**src/rtl/pipeline_memwb_stage.sv**
```systemverilog
// MEM/WB pipeline register with valid/ready handshake, flush, and a saturating stall counter.
// Optional one-entry skid buffer in front of the output register: define MEMWB_SKID_EN.
module pipeline_memwb_stage #(
   parameter int unsigned DATA_W = 8,
   parameter int unsigned RA_W   = 2,
   parameter int unsigned CNT_W  = 16
) (
   input  logic              clk,
   input  logic              rst,
   input  logic              in_valid,
   output logic              in_ready,
   input  logic [DATA_W-1:0] in_dm,
   input  logic [DATA_W-1:0] in_alu,
   input  logic [RA_W-1:0]   in_ra,
   input  logic              in_wb_sel,
   input  logic              in_data_sel,
   input  logic              in_reg_en,
   input  logic              flush,
   output logic              out_valid,
   input  logic              out_ready,
   output logic [DATA_W-1:0] out_dm,
   output logic [DATA_W-1:0] out_alu,
   output logic [RA_W-1:0]   out_ra,
   output logic              out_wb_sel,
   output logic              out_data_sel,
   output logic              out_reg_en,
   output logic [DATA_W-1:0] out_wb_data,
   output logic [CNT_W-1:0]  stall_cnt
);

   typedef struct packed {
      logic [DATA_W-1:0] dm;
      logic [DATA_W-1:0] alu;
      logic [RA_W-1:0]   ra;
      logic              wb_sel;
      logic              data_sel;
      logic              reg_en;
   } beat_t;

   beat_t in_beat;
   beat_t out_beat;
   beat_t src_beat;
   logic  src_valid;
   logic  load;
   logic  accept;

   assign in_beat = {in_dm, in_alu, in_ra, in_wb_sel, in_data_sel, in_reg_en};

   // Output register may take a new beat when empty or draining this cycle.
   assign load = !out_valid || out_ready;

`ifdef MEMWB_SKID_EN
   beat_t skid_beat;
   logic  skid_valid;
   logic  ready_q;

   assign in_ready = ready_q;
   assign accept   = in_valid && ready_q;

   // A parked skid beat always wins the output slot; in_ready is low while it is parked.
   always_comb begin
      src_beat  = in_beat;
      src_valid = accept;
      if (skid_valid) begin
         src_beat  = skid_beat;
         src_valid = 1'b1;
      end
   end

   always_ff @(posedge clk) begin
      if (rst) begin
         skid_valid <= 1'b0;
         skid_beat  <= '0;
         ready_q    <= 1'b1;
      end else if (flush || load) begin
         skid_valid <= 1'b0;
         ready_q    <= 1'b1;
      end else if (accept) begin
         skid_valid <= 1'b1;
         skid_beat  <= in_beat;
         ready_q    <= 1'b0;
      end
   end
`else
   assign in_ready  = !out_valid || out_ready || flush;
   assign accept    = in_valid && in_ready;
   assign src_beat  = in_beat;
   assign src_valid = accept;
`endif

   // Output register; flush wins over any transfer but leaves the data fields alone.
   always_ff @(posedge clk) begin
      if (rst) begin
         out_valid   <= 1'b0;
         out_beat    <= '0;
         out_reg_en  <= 1'b0;
         out_wb_data <= '0;
      end else if (flush) begin
         out_valid  <= 1'b0;
         out_reg_en <= 1'b0;
      end else if (load) begin
         out_valid  <= src_valid;
         out_reg_en <= src_valid && src_beat.reg_en;
         if (src_valid) begin
            out_beat    <= src_beat;
            out_wb_data <= src_beat.data_sel ? src_beat.dm : src_beat.alu;
         end
      end
   end

   assign out_dm       = out_beat.dm;
   assign out_alu      = out_beat.alu;
   assign out_ra       = out_beat.ra;
   assign out_wb_sel   = out_beat.wb_sel;
   assign out_data_sel = out_beat.data_sel;

   // Back-pressure counter, saturating, deliberately blind to flush.
   always_ff @(posedge clk) begin
      if (rst) begin
         stall_cnt <= '0;
      end else if (out_valid && !out_ready && (stall_cnt != {CNT_W{1'b1}})) begin
         stall_cnt <= stall_cnt + CNT_W'(1);
      end
   end

endmodule

```
**config.mk**
```make
export PLATFORM = sky130hd
export DESIGN_NAME = pipeline_memwb_stage
export DESIGN_NICKNAME = d
export VERILOG_FILES = /design/src/rtl/pipeline_memwb_stage.sv
export SDC_FILE = /design/constraint.sdc
export NUM_CORES = 1
export LEC_CHECK = 0
export BUFFER_PORTS_ARGS = -buffer_cell sky130_fd_sc_hd__buf_2
export CAP_MARGIN = 20
export CORE_MARGIN = 8
export CORE_UTILIZATION = 23
export CTS_CLUSTER_DIAMETER = 100
export CTS_CLUSTER_SIZE = 8
export DETAILED_ROUTE_END_ITERATION = 7
export HOLD_SLACK_MARGIN = 0.1
export MAX_ROUTING_LAYER = met4
export PLACE_DENSITY_LB_ADDON = 0.25
export SLEW_MARGIN = 20
export SYNTH_ARGS = -nofsm -noshare
export SYNTH_HDL_FRONTEND = slang
export SYNTH_SLANG_ARGS = --single-unit
```
**constraint.sdc**
```tcl
create_clock -name clk -period 1.8 [get_ports clk]
set_input_delay 0.09 -clock clk [delete_from_list [all_inputs] [get_ports clk]]
set_output_delay 0.09 -clock clk [all_outputs]
set_load 0.005 [all_outputs]
```
# --- After elaboration in Yosys (flattened, before gate mapping) ---
# Cells that the tools add are included.
word_totals:
  regBits: 46
  out_inout_bits: 47
  wordCells: 23
classes:
  add_sub_neg: 1
  eq_ne: 1
  mux: 1
  n_bitwise: 1
  reduce_logical: 10
op_table:
  columns: ["op", "count"]
  rows:
  - ["adder 16 x 1 -> 16 bit (second input constant)", 1]
  - ["inequality test 16 bit (second input constant)", 1]
  - ["2-to-1 mux 8 bit", 1]
  - ["logical AND 1 bit", 4]
  - ["AND reduction 3 bit", 1]
  - ["logical NOT 1 bit", 2]
  - ["logical OR 1 bit", 2]
  - ["OR reduction 2 bit", 1]
  - ["NOT 1 bit", 1]

# --- Logic depth before layout (Yosys ltp) ---
depth:
  depth_word: 5
  depth_mapped: 5
  mapped_depth_nobuf: 5

# --- Least setup slack after synthesis ---
# No wires, ideal clock.
synth_path:
  path_kind: "reg2reg"
  start: "reg stall_cnt[0]"
  end: "reg stall_cnt[0]"
  setup_ps: 121
  arrival_ps: 1446
  setup_slack_ps: 233
  stages_incl_launch_ff: 6
  path_buffers: 0
  path_cell_list: "dfxtp_1 -> ha_1 -> nand4_1 -> nor4_4 -> nor2_2 -> mux2_4"
synth_via:
  elab_chain_len: 2
  word_cells_on_any_way: 3
  classes_between: "add/sub: 1; eq/ne: 1; reduce/logical: 1"
synth_rtl:
  columns: ["element", "line_no", "source"]
  rows:
  - ["from (decl)", "28", "output logic [CNT_W-1:0] stall_cnt"]
  - ["from (signal assigned)", "122", "stall_cnt <= stall_cnt + CNT_W'(1);"]
  - ["branches (longest 2 deep; another with adder 16 x 1 -> 16 bit)", null, null]
# Several ways; the timed one is not identified.
# A chain may end at the register's enable or synchronous reset.

# --- Worst setup path in the final report ---
layout_path:
  start: "reg stall_cnt[3]"
  end: "reg stall_cnt[0]"
layout_via:
  elab_chain_len: 2
layout_rtl:
  columns: ["element", "line_no", "source"]
  rows:
  - ["inequality test 16 bit", "121", "end else if (out_valid && !out_ready && (stall_cnt != {CNT_W{1'b1}})) begin"]
  - ["logical AND 1 bit", "121", null]
# No other way between the ends.

==> flow_summary.ini <==
[floorplan]
start_util = 0.2335
die-area_um2 = 11970
pin_count = 73
core_region_area_um2 = 8593
dieHeight_um = 109.4
die_x_um = 109.4
row_count = 34

[synthesis]
async_reset_ff_frac = 0
synth_cell_types = 39
synth_most_common_cell = nand2_1
post_synth_instance_area_um2 = 2007
yosys_most_used_dff = dfxtp_1
yosys-top-cells-area = dfxtp_1, nand2_1, a21oi_1, mux2i_1, a211oi_1
avgSynthCellArea_um2 = 8.688
synth_edf_count = 0
yosysSeqAreaShare = 0.4589
yosys_warnings = 0
synth_fp_nets = 258
synthCells = 231
synth_top_area_share = 0.4589
ys_ff_latch = 46
yosys-top-cells-count = nand2_1, dfxtp_1, a21oi_1
synth_top_cell_by_area = dfxtp_1

[timing]
min_period_ns = 1.699
max_freq_ghz = 0.5887
finalHoldViolCount = 0
layout_setup_ws_ns = 0.1013
fin_skew_ns = 0.01054
relSlewSlack = 0.6697
tightest_slew_ns = 0.4955
maxSlewViolCount = 0
grt_setup_unrepaired = yes
finalCritPeriodShare = 0.9437
finalSetupViolCount = 0

[route]
vias_per_cell = 4.518
drtIter0Drc = 50
finalWirelength_mm = 6.063
post_drt_wl_per_cell_um = 13.78
vias = 1988
first_pass_iters = 4
remaining_drc_errors = 0
ant_nets = 0

[placement]
dp_hpwl_mm = 4.138
dp_slack_ns = 0.08708
numPlacedInstances = 408
portBuffers = 72
gp_congestion = 0.7332

[critical_path]
cp_slowest_cell = dfxtp_1
crit_chain = nand4_2 > nor4_4 > nor2_2 > mux2_4
crit_family = simple AND/OR/NAND/NOR gates
worst-setup-path-type = reg -> reg
critical_path_buf_inv_count = 0
crit_path_max_fanout = 7
end_kind = register
critPathMaxStageDelay_ns = 0.44
worstSetupStartpointType = register
crit_arrival_ns = 1.90
cp.required_ns = 2.00

[clock_network]
cts_buffers = 5
cts.sinks = 46
root_buffer = clkbuf_8
path_clk_slew_ns = 0.09
cts_max_level = 2
cts_tree = built
clk_path_buf_depth = 2
clock_latency_ns = 0.30

[finish]
diodes = 0
drive_gt1_frac = 0.3012
layout.nets = 358
finalNonFillerCells = 440
utilization = 0.3350
syn_to_final_growth_pct = 43.45
nFillCells = 924
multi_input_area_um2 = 1037
regArea_um2 = 920.9

[global_routing]
grt_pass1_wl_mm = 10.01
grt_use_met1 = 0.1329
grt_pass1_vias = 2018
antenna_found_initial = 0
grt.total_usage = 0.1058
use_met3 = 0.04103
top_usage_layer = met2
grt_use_met2 = 0.1568
gr-total-overflow = 0
grt_max_degree = 37

[power]
leakage_nw = 1.208
irDropWorstVdd_mv = 0.3219
power_density_nw_per_um2 = 694.5

[hold_path]
hp-class = in -> reg

[run]
drv_cap = 0

[outcome]
outcome = complete, no violations
## path summary, 6_finish.rpt
| path | start | end | cells past startpoint | slack, ns |
|---|---|---|---|---|
| worst max-delay path | stall_cnt[3]$_SDFFE_PP0P_ | stall_cnt[0]$_SDFFE_PP0P_ | 4 | 0.10 |
| worst min-delay path | out_ready | out_reg_en$_SDFFE_PP0P_ | 4 | 0.18 |
| worst max register to register | stall_cnt[3]$_SDFFE_PP0P_ | stall_cnt[0]$_SDFFE_PP0P_ | 4 | 0.10 |
| worst min register to register | out_wb_sel$_SDFFE_PP0P_ | out_wb_sel$_SDFFE_PP0P_ | 2 | 0.46 |
## where the power goes
| part | switching (mW) | leakage [nW] | total [mW] | internal [mW] |
|---|---|---|---|---|
| registers | 0.0183 | 0.375 | 1.07 | 1.05 |
| logic | 0.116 | 0.784 | 0.241 | 0.125 |
| clock network | 0.369 | 0.0489 | 0.688 | 0.318 |
## tightest hold or removal path: stages
cell and delay (ns):
buf_2 0.10, nor2b_1 0.10, nand2_1 0.08, a211oi_1 0.06
## metrics by stage
stage / hold slack (ns) / TNS (ns) / total power [mW] / area, um^2
floorplan: 0.1685 / 0 / 1.197 / 2007
global placement: 0.3330 / 0 / 1.298 / 2529
detailed placement: 0.3431 / 0 / 1.300 / 2529
CTS: 0.1662 / 0 / 2.044 / 2854
global route: 0.1728 / -0.03328 / 2.112 / 2879
finish: 0.1770 / 0 / 1.999 / 2879
## repair_timing
action | in CTS | in global routing
hold buffers | 23 | 0
setup buffers | 0 | 1
setup endpoints to repair | 0 | 8
gates resized for setup | 0 | 3
hold endpoints to repair | 21 | 0
## registers in the layout, summed over array words and instances (netlist names)
name and flops:
out_data_sel 1, out_ra 2, stall_cnt 16, out_wb_sel 1
out_reg_en 1, out_valid 1, out_dm 8, out_alu 8
out_wb_data 8
## cells by family (layout without fill, tap and decap cells)
group / count (synthesis) / in the layout / share of synthesized area
buffers and inverters: 13 / 114 / 0.03616
AND/OR/NAND/NOR: 107 / 107 / 0.2849
multiplexers: 12 / 12 / 0.06297
AO/OA/AOI/OAI: 52 / 52 / 0.1509
flip-flops: 46 / 46 / 0.4589
adder cells (fa/ha/maj): 1 / 1 / 0.006233
## cells in the final DEF, fill, tap and decap left out, types with 2 or more instances in the layout
cell type | netlist | final
a211oi_1 | 10 | 10
a21oi_1 | 29 | 29
and4_1 | 2 | 2
buf_12 | 0 | 2
buf_2 | 3 | 72
buf_4 | 0 | 7
clkbuf_8 | 2 | 6
dfxtp_1 | 46 | 46
dlygate4sd3_1 | 0 | 23
inv_1 | 2 | 2
mux2i_1 | 10 | 10
nand2_1 | 47 | 47
nand2b_1 | 5 | 5
nand3_1 | 5 | 5
nand3b_1 | 2 | 2
nand4_1 | 4 | 4
nor2_1 | 14 | 14
nor2b_1 | 2 | 2
nor3_1 | 5 | 4
nor4_2 | 1 | 3
o21ai_0 | 6 | 6
o31ai_1 | 4 | 4
or3_1 | 5 | 5
or4_1 | 4 | 4
## layout make-up
| class | instances | area share |
|---|---|---|
| Clock inverter | 1 | 0.003042 |
| Timing Repair Buffer | 104 | 0.2373 |
| Inverter | 2 | 0.002608 |
| Clock buffer | 7 | 0.02999 |
| Multi-Input combinational cell | 172 | 0.3603 |
| Tap cell | 108 | 0.04694 |
| Sequential cell | 46 | 0.3199 |
## metal layers
| metal | share of wire | vias up |
|---|---|---|
| met1 | 0.48 | 903 |
| met3 | 0.076 | 5 |
| met4 | 0.0061 | 0 |
| met5 | 0 | - |
| met2 | 0.44 | 56 |
| li1 | - | 1024 |
Power figures use the tool's default switching activity.
